File: config.mk
export PLATFORM = sky130hd
export DESIGN_NAME = result_display_flat
export DESIGN_NICKNAME = d
export VERILOG_FILES = /design/src/rtl/result_display_if.sv /design/src/rtl/result_display.sv /design/src/flat_wrapper.sv
export SDC_FILE = /design/constraint.sdc
export NUM_CORES = 1
export LEC_CHECK = 0
export ABC_AREA = 0
export BUFFER_PORTS_ARGS = -buffer_cell sky130_fd_sc_hd__buf_4
export CAP_MARGIN = 5
export CORE_MARGIN = 8
export CORE_UTILIZATION = 50
export CTS_CLUSTER_DIAMETER = 60
export DETAILED_ROUTE_END_ITERATION = 6
export HOLD_SLACK_MARGIN = 0.02
export PLACE_DENSITY = 0.85
export SETUP_SLACK_MARGIN = 0.1
export SYNTH_ARGS = -nofsm -noshare
export SYNTH_HDL_FRONTEND = slang
export SYNTH_SLANG_ARGS = --single-unit
File: constraint.sdc
create_clock -name clk -period 2.4 [get_ports clk]
set_input_delay 0.36 -clock clk [delete_from_list [all_inputs] [get_ports clk]]
set_output_delay 0.36 -clock clk [all_outputs]
set_load 0.02 [all_outputs]
File: src/rtl/result_display_if.sv
// Signal bundle between the compute core / board pins and result_display.
//
// Handshake: done is a single-cycle strobe with no back-pressure. The
// x_result, y_result and k_mode_in inputs are valid only in the cycle where
// done is high. result_display always accepts the strobe, so there is no
// ready signal. btn_sel is a debounced level, and seg/an/dp/led_* are
// free-running display outputs. dbg_state mirrors the display FSM
// (0 = EMPTY, 1 = SHOW_X, 2 = SHOW_Y).
interface result_display_if;
   logic        done;
   logic [15:0] x_result;
   logic [15:0] y_result;
   logic        k_mode_in;
   logic        btn_sel;
   logic [6:0]  seg;
   logic [3:0]  an;
   logic        dp;
   logic        led_valid;
   logic        led_k;
   logic [1:0]  dbg_state;

   // Core / board side
   modport master (
      output done, x_result, y_result, k_mode_in, btn_sel,
      input  seg, an, dp, led_valid, led_k, dbg_state
   );

   // Display block side
   modport slave (
      input  done, x_result, y_result, k_mode_in, btn_sel,
      output seg, an, dp, led_valid, led_k, dbg_state
   );
endinterface

File: src/rtl/result_display.sv
// Result display: captures X/Y/K_mode on done and shows either X or Y on a
// 4-digit multiplexed active-low seven-segment display. A rising edge on the
// select button toggles between X and Y once data exists. The segment,
// anode and decimal-point outputs are registered from the current state.
module result_display #(
   parameter int REFRESH_DIV = 1000
) (
   input logic             clk,
   input logic             reset,
   result_display_if.slave bus
);

   localparam int CW = (REFRESH_DIV > 2) ? $clog2(REFRESH_DIV) : 1;
   localparam logic [CW-1:0] REF_LAST = CW'(REFRESH_DIV - 1);
   localparam logic [6:0] SEG_DASH = 7'b0111111;

   typedef enum logic [1:0] {
      EMPTY  = 2'd0,
      SHOW_X = 2'd1,
      SHOW_Y = 2'd2
   } state_t;

   state_t        state;
   logic [15:0]   x_q;
   logic [15:0]   y_q;
   logic          k_q;
   logic          valid_q;
   logic          btn_sel_d;
   logic [CW-1:0] ref_cnt;
   logic [1:0]    dig;
   logic [6:0]    seg_q;
   logic [3:0]    an_q;
   logic          dp_q;

   logic          btn_edge;
   logic [15:0]   sel_val;
   logic [3:0]    nibble;
   logic [6:0]    hex_seg;
   logic [6:0]    next_seg;
   logic [3:0]    next_an;
   logic          next_dp;

   assign btn_edge = bus.btn_sel & ~btn_sel_d;
   assign sel_val  = (state == SHOW_Y) ? y_q : x_q;
   assign nibble   = sel_val[{dig, 2'b00} +: 4];
   assign next_seg = (state == EMPTY) ? SEG_DASH : hex_seg;
   assign next_an  = ~(4'b0001 << dig);
   assign next_dp  = ~((state == SHOW_Y) && (dig == 2'd3));

   // Hex nibble to active-low {g,f,e,d,c,b,a} segment pattern
   always_comb begin
      hex_seg = 7'b1111111;
      case (nibble)
         4'h0: hex_seg = 7'b1000000;
         4'h1: hex_seg = 7'b1111001;
         4'h2: hex_seg = 7'b0100100;
         4'h3: hex_seg = 7'b0110000;
         4'h4: hex_seg = 7'b0011001;
         4'h5: hex_seg = 7'b0010010;
         4'h6: hex_seg = 7'b0000010;
         4'h7: hex_seg = 7'b1111000;
         4'h8: hex_seg = 7'b0000000;
         4'h9: hex_seg = 7'b0010000;
         4'hA: hex_seg = 7'b0001000;
         4'hB: hex_seg = 7'b0000011;
         4'hC: hex_seg = 7'b1000110;
         4'hD: hex_seg = 7'b0100001;
         4'hE: hex_seg = 7'b0000110;
         4'hF: hex_seg = 7'b0001110;
         default: hex_seg = 7'b1111111;
      endcase
   end

   // Display FSM, result capture, digit scan and registered display outputs
   always_ff @(posedge clk or posedge reset) begin
      if (reset) begin
         state     <= EMPTY;
         x_q       <= '0;
         y_q       <= '0;
         k_q       <= 1'b0;
         valid_q   <= 1'b0;
         btn_sel_d <= 1'b0;
         ref_cnt   <= '0;
         dig       <= 2'd0;
         seg_q     <= SEG_DASH;
         an_q      <= 4'b1110;
         dp_q      <= 1'b1;
      end else begin
         btn_sel_d <= bus.btn_sel;

         if (bus.done) begin
            x_q     <= bus.x_result;
            y_q     <= bus.y_result;
            k_q     <= bus.k_mode_in;
            valid_q <= 1'b1;
         end

         // A button edge and done in the same cycle both act; from EMPTY
         // only done matters and it always lands in SHOW_X.
         case (state)
            EMPTY:   if (bus.done) state <= SHOW_X;
            SHOW_X:  if (btn_edge) state <= SHOW_Y;
            SHOW_Y:  if (btn_edge) state <= SHOW_X;
            default: state <= EMPTY;
         endcase

         if (ref_cnt == REF_LAST) begin
            ref_cnt <= '0;
            dig     <= dig + 2'd1;
         end else begin
            ref_cnt <= ref_cnt + 1'b1;
         end

         seg_q <= next_seg;
         an_q  <= next_an;
         dp_q  <= next_dp;
      end
   end

   assign bus.seg       = seg_q;
   assign bus.an        = an_q;
   assign bus.dp        = dp_q;
   assign bus.led_valid = valid_q;
   assign bus.led_k     = k_q;
   assign bus.dbg_state = state;

endmodule

File: src/flat_wrapper.sv
// flat-port wrapper written by rule: the top's interface ports become plain ports
module result_display_flat 
#(
   parameter int REFRESH_DIV = 1000
)
  (clk, reset, bus_done, bus_x_result, bus_y_result, bus_k_mode_in, bus_btn_sel, bus_seg, bus_an, bus_dp, bus_led_valid, bus_led_k, bus_dbg_state);
  result_display_if bus_i ();
  input logic clk;
  input logic reset;
  input wire logic [$bits(bus_i.done)-1:0] bus_done;
  input wire logic [$bits(bus_i.x_result)-1:0] bus_x_result;
  input wire logic [$bits(bus_i.y_result)-1:0] bus_y_result;
  input wire logic [$bits(bus_i.k_mode_in)-1:0] bus_k_mode_in;
  input wire logic [$bits(bus_i.btn_sel)-1:0] bus_btn_sel;
  output wire logic [$bits(bus_i.seg)-1:0] bus_seg;
  output wire logic [$bits(bus_i.an)-1:0] bus_an;
  output wire logic [$bits(bus_i.dp)-1:0] bus_dp;
  output wire logic [$bits(bus_i.led_valid)-1:0] bus_led_valid;
  output wire logic [$bits(bus_i.led_k)-1:0] bus_led_k;
  output wire logic [$bits(bus_i.dbg_state)-1:0] bus_dbg_state;
  assign bus_i.done = bus_done;
  assign bus_i.x_result = bus_x_result;
  assign bus_i.y_result = bus_y_result;
  assign bus_i.k_mode_in = bus_k_mode_in;
  assign bus_i.btn_sel = bus_btn_sel;
  assign bus_seg = bus_i.seg;
  assign bus_an = bus_i.an;
  assign bus_dp = bus_i.dp;
  assign bus_led_valid = bus_i.led_valid;
  assign bus_led_k = bus_i.led_k;
  assign bus_dbg_state = bus_i.dbg_state;
  result_display #(.REFRESH_DIV(REFRESH_DIV)) u_core (.clk(clk), .reset(reset), .bus(bus_i));
endmodule
# --- Word-level counts from Yosys, hierarchy flattened ---
# Memory sizes are Yosys's and may differ from the RTL's.
# Index checks and enable logic that the tools add are counted.
totals:
  regBits: 61
  latch_bits: 0
  ram_bits: 0
  romBits: 112
  in_bits: 37
  output_inout_bits: 16
  word_cells: 37
  n_memories: 1
memory_table:
  columns: ["memory", "words", "width", "read_ports", "rd_clocked_by_memory_dff", "write_ports", "line_no", "text"]
  rows:
  - ["(name not given)", 16, 7, 1, 0, 0, "result_display.sv:53", "case (nibble)"]
op_classes:
  n_addsub: 2
  multipliers: 0
  div: 0
  magnitude_cmp: 0
  eq_ne: 7
  shifts: 2
  mux: 7
  bitwise_logic: 4
  reduce_logical: 3
ops:
  columns: ["cell", "n"]
  rows:
  - ["2-to-1 mux 16 bit", 1]
  - ["indexed part select 16 x 5 -> 4 bit", 1]
  - ["adder 10 x 1 -> 10 bit (second input constant)", 1]
  - ["equality test 10 bit (second input constant)", 1]
  - ["2-to-1 mux 10 bit", 1]
  - ["2-to-1 mux 7 bit", 1]
  - ["2-to-1 mux 2 bit", 3]
  - ["case mux 2 bit (3 select lines)", 1]
  - ["equality test 2 bit (second input constant)", 2]
  - ["inequality test 2 x 1 -> 1 bit (second input constant)", 2]
  - ["inverter 4 bit", 1]
  - ["<< shifter 1 x 2 -> 4 bit (first input constant)", 1]
  - ["AND reduction 3 bit", 1]
  - ["adder 2 x 1 -> 2 bit (second input constant)", 1]
  - ["equality test 2 x 1 -> 1 bit (second input constant)", 1]
  - ["zero test 2 bit", 1]
  - ["inequality test 2 bit (second input constant)", 1]
  - ["inverter 1 bit", 2]
  - ["bitwise AND 1 bit", 1]
  - ["logical AND 1 bit", 1]

# --- Longest topological paths before layout ---
# Gate-level depths: netlist (run 1).
# An unclocked memory read counts as a cell.
depth:
  word_depth: 5
  mapped_depth: 10
  mapped_depth_nobuf: 9

# --- Worst setup path before layout (run 1) ---
# OpenSTA, ideal clock, no wires.
synth_path:
  path_kind: "register -> register"
  from: "reg u_core.state[0], in the netlist u_core.bus.dbg_state[0]"
  to: "reg u_core.seg_q[3], in the netlist u_core.bus.seg[3]"
  t_arrival_ps: 2303
  path_slack_ps: 3
  path_stages_with_launch: 11
  n_path_buf: 1
  path_cell_list: "dfrtp_1 nand2b_4 buf_6 mux4_2 nand2_1 o21a_1 inv_1 ha_1 and2b_1 a2111oi_0 a31oi_1"
synth_between:
  elab_chain_len: 5
synth_lines:
  columns: ["element", "line_no", "text"]
  rows:
  - ["from (decl)", "result_display.sv:23", "state_t state;"]
  - ["from (signal assigned)", "result_display.sv:77", "state <= EMPTY;"]
  - ["from (signal assigned)", "result_display.sv:101", "EMPTY: if (bus.done) state <= SHOW_X;"]
  - ["from (signal assigned)", "result_display.sv:102", "SHOW_X: if (btn_edge) state <= SHOW_Y;"]
  - ["equality test 2 bit", "result_display.sv:44", "assign sel_val = (state == SHOW_Y) ? y_q : x_q;"]
  - ["2-to-1 mux 16 bit", "result_display.sv:44", null]
  - ["indexed part select 16 x 5 -> 4 bit", "result_display.sv:45", "assign nibble = sel_val[{dig, 2'b00} +: 4];"]
  - ["memory (16 x 7 bit)", null, null]
  - ["2-to-1 mux 7 bit *", "result_display.sv:46", "assign next_seg = (state == EMPTY) ? SEG_DASH : hex_seg;"]
  - ["named net u_core.next_seg[3]", "result_display.sv:39", "logic [6:0] next_seg;"]
  - ["to (signal assigned)", "result_display.sv:114", "seg_q <= next_seg;"]
  - ["to (decl)", "result_display.sv:31", "logic [6:0] seg_q;"]
# Mark *: on every way through the listed nets, which the timed path passes. The rest lies on a longest branch.
# A chain may end at the register's enable or synchronous reset.

# --- Worst setup path in the final report (run 1) ---
layout_path:
  from: "reg u_core.dig[1]"
  to: "reg u_core.seg_q[3], in the netlist u_core.bus.seg[3]"
layout_between:
  elab_chain_len: 3
layout_lines:
  columns: ["element", "line_no", "text"]
  rows:
  - ["from (decl)", "result_display.sv:30", "logic [1:0] dig;"]
  - ["from (signal assigned)", "result_display.sv:109", "dig <= dig + 2'd1;"]
  - ["indexed part select 16 x 5 -> 4 bit", "result_display.sv:45", null]
  - ["memory (16 x 7 bit)", null, null]
  - ["2-to-1 mux 7 bit", "result_display.sv:46", null]
  - ["named net u_core.next_seg[3]", "result_display.sv:39", null]
# The timed path passes the listed nets, and every way through them passes these cells.

==> metrics, run 1 <==
worst r2r src u_core.dig[1]$_DFFE_PP0N_; Pwr Density about 780 nW/µm²; DR pass1 iterations 4; RSZ-0062 raised after global routing false; largest area contributor in the synthesized netlist dfrtp_1; YS warnings 0; PortBufs 52; largest net degree at the start of global routing 62; worst-path cell chain inv_2 > mux4_2 > nand2_1 > o21a_2 > inv_1 > ha_2 > and2b_1 > a2111oi_2 > a31oi_1; slew at the pin closest to its max-slew limit between 0.7 and 0.8 ns; WP data required about 2.7 ns; crit path DAT ~2.4 ns; Slowest cell on crit path mux4_2; Layout Area Growth over Synthesis 24.34%; # diodes 0; Netlist Area Pre-Place 2863 µm²; DR vias between 1500 and 2000; Final setup viols 0; Final nets ~330; startpoint types flip-flop; Routability Congestion around 0.83; FMAX ~0.46 GHz; dpl cells between 300 and 400; Synth top area share approximately 45%; Worst Setup End Kind flip-flop; layout cells sized above 1 approximately half; setup tns final 0 ns; outcome complete, no violations; WP buf/inv 2; ys async rst share 100.0%; grt total ovfl 0; fin crit period ~2.2 ns; CTS Buf Count 9; Clock Sinks 61; gr usage total 14.89%; Mapped Cells approximately 220; synthesized netlist net count around 270; Residual DRC 0; Worst VDD drop 512.0 µV; Pint ~2 mW; Hold Vio Cnt, Final 0; initial antenna violation count 0; Sw Pwr slightly below 0.8 mW; Comb power frac around 25%; slowest stage delay, CP 0.48 ns; sw frac ~28%; #FFs+latches synth around 60; DR iter-0 viols between 100 and 150; Post-DRT Antenna Nets 0; total power roughly 2.8 mW; DRT Wirelength 5921 µm; hold depth 1; WL per Instance approximately 17 µm; Hold Path Origin bus_btn_sel; Yosys cell types 46; Clock Skew 0.008136 ns; Max Cap Viol 0; post-route setup slack between 0.2 and 0.25 ns; CTS Buffer Depth 2; Pleak about 1.6 nW; die width roughly 92 µm; count leader, synth dfrtp_1; Seq/Total Area, Yosys 53.76%; GR Util met1 around 17%; H-tree depth 3; Final Non-Filler Cells 357; number of global-route vias before repair approximately 2000; worst-path fanout max 6; post-CTS setup buffer count 0; Via density between 5 and 6; Setup Crit Path Kind reg2reg; clock power share around 31%; CTS tree built; Reg clk slew, reported paths 0.07 ns; DIE AREA around 8400 µm²; sequential power share ~44%; EDFF count, synth 0; Initial Util roughly half; core area roughly 5500 µm²; synth cell count leaders dfrtp_1, mux2_2, ha_1, nand2_1, inv_1; min-delay worst type in2reg; clk_lat worst skew 0.35 ns; GR peak layer met2; Post-Syn Area per Cell 13.13 µm²; top post-synthesis cells by area dfrtp_1, mux2_2, dfstp_2; post-DP HPWL 4240 µm; max-slew violation count 0; R2R depth 9; CP delay by family, top compound AO/OA/AOI/OAI gates; RR Endpoint u_core.bus.seg[3]$_DFF_PP1_; Hold EP u_core.btn_sel_d$_DFF_PP0_; I/O Pins 53; Top FF cell, synth dfrtp_1; worst rel slew slack approximately 50%; FF-to-FF setup slack ~0.22 ns; die height around 92 µm; first-pass GRT wire length slightly below 10000 µm; period utilization between 90% and 100%; root buffer cell clkbuf_8; Place WS around 0.13 ns; grt met3 use just over 6%; Cell Rows 27; met2 Usage GRT between 20 and 25%; hold_ws about 0.13 ns
-- final cells by class --
type | count | area [µm²]
fill | 408 | 1947
sequential | 61 | 1540
multi-input combinational | 136 | 1246
timing repair buffer | 59 | 442.9
clock buffer | 15 | 186.4
tap | 72 | 90.09
inverter | 13 | 48.80
clock inverter | 1 | 5.005
-- worst register-to-register path, stage by stage, from the launching register on --
cell,delay [ns]
dfrtp_1,0.39
inv_2,0.07
mux4_2,0.48
nand2_1,0.08
o21a_2,0.20
inv_1,0.11
ha_2,0.22
and2b_1,0.18
a2111oi_2,0.30
a31oi_1,0.07
-- cells in the final DEF, fill, tap and decap left out, types with 4 or more instances in the layout --
master / instances
nor2_1: 8
mux2_2: 34
ha_1: 11
mux2i_1: 6
xor2_1: 4
clkbuf_8: 13
a2111oi_0: 4
buf_4: 59
dfstp_2: 10
and3b_1: 4
o21ai_0: 4
inv_1: 10
dfrtp_1: 50
mux4_2: 5
nand2_1: 11
-- kinds of logic (layout without fill, tap and decap cells) --
kind of cell	count (synthesis)	after routing	synth area share [%]
xor gates and xnor gates	6	6	1.836
adders and majority gates	12	12	5.245
muxes	47	47	20.32
buffers and inverters	21	88	3.147
DFF	61	61	53.76
and+or+nand+nor	46	46	8.960
AOI/OAI and AO/OA	25	25	6.731
-- worst max path at each step --
stage / depth (start not counted) / startpoint / end / slack, ns
after detailed placement: 9 / u_core.dig[1]$_DFFE_PP0N_ / u_core.bus.seg[3]$_DFF_PP1_ / 0.13
final: 9 / u_core.dig[1]$_DFFE_PP0N_ / u_core.bus.seg[3]$_DFF_PP1_ / 0.22
after global placement: 9 / u_core.dig[1]$_DFFE_PP0N_ / u_core.bus.seg[3]$_DFF_PP1_ / 0.21
after global routing: 10 / u_core.dig[1]$_DFFE_PP0N_ / u_core.bus.seg[3]$_DFF_PP1_ / 0.09
after CTS: 9 / u_core.dig[1]$_DFFE_PP0N_ / u_core.bus.seg[3]$_DFF_PP1_ / 0.12
after floorplan: 9 / u_core.dig[1]$_DFFE_PP0N_ / u_core.bus.seg[3]$_DFF_PP1_ / 0.12
-- metrics by stage --
step,instance area [µm²],utilization [%]
final,3560,64.64
after global routing,3560,64.64
after CTS,3551,64.49
after detailed placement,3359,61.01
after global placement,3359,61.01
after floorplan,2868,-
-- metal layers --
| layer | vias to the layer above | routed length (µm) |
|---|---|---|
| met3 | 10 | 377 |
| met4 | 0 | 87 |
| met5 | - | 0 |
| li1 | 900 | - |
| met1 | 945 | 2418 |
| met2 | 59 | 3037 |
-- registers in the layout, summed over array words and instances, names as in the netlist --
signal                count
u_core.bus.led_valid      1
u_core.y_q               16
u_core.dig                2
u_core.bus.an             4
u_core.bus.led_k          1
u_core.x_q               16
u_core.ref_cnt           10
u_core.bus.dp             1
u_core.bus.seg            7
u_core.btn_sel_d          1
u_core.bus.dbg_state      2
-- timing repair --
action / in CTS / in global routing
endpoints found under the setup margin: 0 / 3
endpoints found under the hold margin: 0 / 0
resized for setup: 0 / 3
hold buffers: 0 / 0
-- power by group through the flow --
stage	clock [mW]	sequential, mW	combinational, mW
global placement	0	1.25	0.656
floorplan	0	1.34	0.338
detailed placement	0	1.26	0.671
finish	0.869	1.24	0.683
CTS	0.891	1.24	0.677
global route	0.936	1.25	0.736
Note: power is estimated with default switching activity, not from simulation.
==> run 2: changes to the inputs <==
--- a/config.mk
+++ b/config.mk
@@ -6,8 +6,9 @@
 export NUM_CORES = 1
 export LEC_CHECK = 0
 export ABC_AREA = 0
-export BUFFER_PORTS_ARGS = -buffer_cell sky130_fd_sc_hd__buf_4
+export BUFFER_PORTS_ARGS = -buffer_cell sky130_fd_sc_hd__buf_2
 export CAP_MARGIN = 5
+export CORE_ASPECT_RATIO = 0.7
 export CORE_MARGIN = 8
 export CORE_UTILIZATION = 50
 export CTS_CLUSTER_DIAMETER = 60
==> run 2 against run 1 <==
Hold slack lost 0.048 ns. Clock power grew 1%. Sequential power is essentially flat. Routed wire length shrank 2.6%. Die area grew 0.46%. Clock skew shrank 0.00053 ns. Critical path depth is the same.
==> metrics, run 2 (synthesis results as in run 1) <==
core area around 5600 µm²; first-pass GRT wire length 9770 µm; most common cell after layout, fill and taps aside buf_2; worst-path cell chain nand2b_4 > mux2i_1 > mux2_2 > o21a_1 > buf_4 > ha_1 > inv_1 > a2111oi_2 > a31oi_1; RSZ-0062 raised after global routing false; Cell Rows 23; clk_lat worst skew 0.34 ns; Clock Skew about 0.0076 ns; H-tree depth 3; cell area after placement between 3000 and 4000 µm²; Pleak 1.573 nW; post-DP HPWL between 4000 and 5000 µm; CTS Buf Count 9; WL per Instance roughly 16 µm; period utilization roughly nine tenths; DR vias ~1900; die height roughly 79 µm; min-delay worst type in2async; outcome complete, no violations; Final nets between 300 and 400; layout cells sized above 1 roughly half; fin crit period 2.148 ns; Worst VDD drop 389.7 µV; number of global-route vias before repair between 2000 and 2500; CTS tree built; Reg clk slew, reported paths approximately 0.07 ns; worst rel slew slack slightly below 50%; RR Endpoint u_core.bus.seg[3]$_DFF_PP1_; Slowest cell on crit path dfrtp_2; Via density 5.197; slowest stage delay, CP 0.41 ns; I/O Pins 53; Design Area, Final about 3400 µm²; PortBufs 52; initial antenna violation count 0; Max Cap Viol 0; startpoint types flip-flop; grt total ovfl 0; crit path DAT roughly 2.4 ns; DIE AREA between 8000 and 9000 µm²; FMAX approximately 0.47 GHz; post-route setup slack roughly 0.25 ns; Setup Crit Path Kind reg2reg; Post-DRT Antenna Nets 0; root buffer cell clkbuf_8; gr usage total about 15%; setup tns final 0 ns; R2R depth 9; Place WS about 0.18 ns; Final setup viols 0; Initial Util 50.75%; dpl cells 345; slew at the pin closest to its max-slew limit about 0.77 ns; commonest non-fill, non-tap cells in the layout buf_2, dfrtp_1, mux2_2; die width about 110 µm; Fillers between 400 and 500; DR pass1 iterations 4; CTS Buffer Depth 2; worst-path fanout max 12; FF-to-FF setup slack 0.25 ns; max-slew violation count 0; largest net degree at the start of global routing 36; total power around 2.7 mW; Layout Area Growth over Synthesis 20.28%; WP buf/inv 2; Final Non-Filler Cells around 360; Routability Congestion a little over 0.8; Residual DRC 0; Worst Setup End Kind flip-flop; Crit path depth 9; CP delay by family, top compound AO/OA/AOI/OAI gates; biggest regs u_core.x_q: 16 flops, u_core.y_q: 16 flops, u_core.ref_cnt: 10 flops; Pwr Density around 800 nW/µm²; # diodes 0; DRT Wirelength between 5000 and 6000 µm; Clock Sinks 61; WP data required ~2.7 ns; DR iter-0 viols 47; Hold Vio Cnt, Final 0; worst r2r src u_core.bus.dbg_state[0]$_DFFE_PP0P_
## run 2: how the worst max path moves through the flow
| stage | slack (ns) | from | endpoint |
|---|---|---|---|
| after floorplan | 0.12 | u_core.dig[1]$_DFFE_PP0N_ | u_core.bus.seg[3]$_DFF_PP1_ |
| after global routing | 0.12 | u_core.dig[1]$_DFFE_PP0N_ | u_core.bus.seg[3]$_DFF_PP1_ |
| after CTS | 0.16 | u_core.bus.dbg_state[0]$_DFFE_PP0P_ | u_core.bus.seg[3]$_DFF_PP1_ |
| final | 0.25 | u_core.bus.dbg_state[0]$_DFFE_PP0P_ | u_core.bus.seg[3]$_DFF_PP1_ |
| after detailed placement | 0.18 | u_core.bus.dbg_state[0]$_DFFE_PP0P_ | u_core.bus.seg[3]$_DFF_PP1_ |
| after global placement | 0.22 | u_core.dig[1]$_DFFE_PP0N_ | u_core.bus.seg[3]$_DFF_PP1_ |
## run 2: routing by layer
metal	global-route usage [%]	up-vias	routed length [µm]
li1	-	904	-
met4	6.154	0	94
met1	18.14	904	2652
met5	0	-	0
met2	22.67	58	2564
met3	6.467	10	459
## run 2: worst register-to-register path: stages, from the launching register on
cell and delay, ns:
dfrtp_2 0.41, nand2b_4 0.22, mux2i_1 0.15, mux2_2 0.26, o21a_1 0.18, buf_4 0.15
ha_1 0.26, inv_1 0.07, a2111oi_2 0.30, a31oi_1 0.07
## run 2: where the power goes
group          leakage (nW)  internal, mW  switching [mW]
sequential            0.715          1.18          0.0535
clock                0.0964         0.505           0.376
combinational         0.761         0.283           0.343
## run 2: what timing repair did
action	CTS	global route
gates resized for setup	0	3
hold buffers	0	0
buffers inserted	0	0
setup endpoints to repair	0	1
## run 2: final cells by class
type	instances	area, µm²	area share, %
well taps	75	93.84	2.725
clock inverters	4	47.55	1.381
multi-input cells	136	1245	36.16
repair buffers	60	320.3	9.302
inverters	13	51.30	1.490
clock buffers	12	145.1	4.215
flip-flops and latches	61	1540	44.73
## run 2: metrics by stage
step / util [%] / hold slack, ns
2_1_floorplan: - / 0.3914
3_3_place_gp: 57.45 / 0.4451
3_5_place_dp: 57.45 / 0.4500
4_1_cts: 60.87 / 0.07999
5_1_grt: 61.05 / 0.09787
6_report: 61.05 / 0.08057
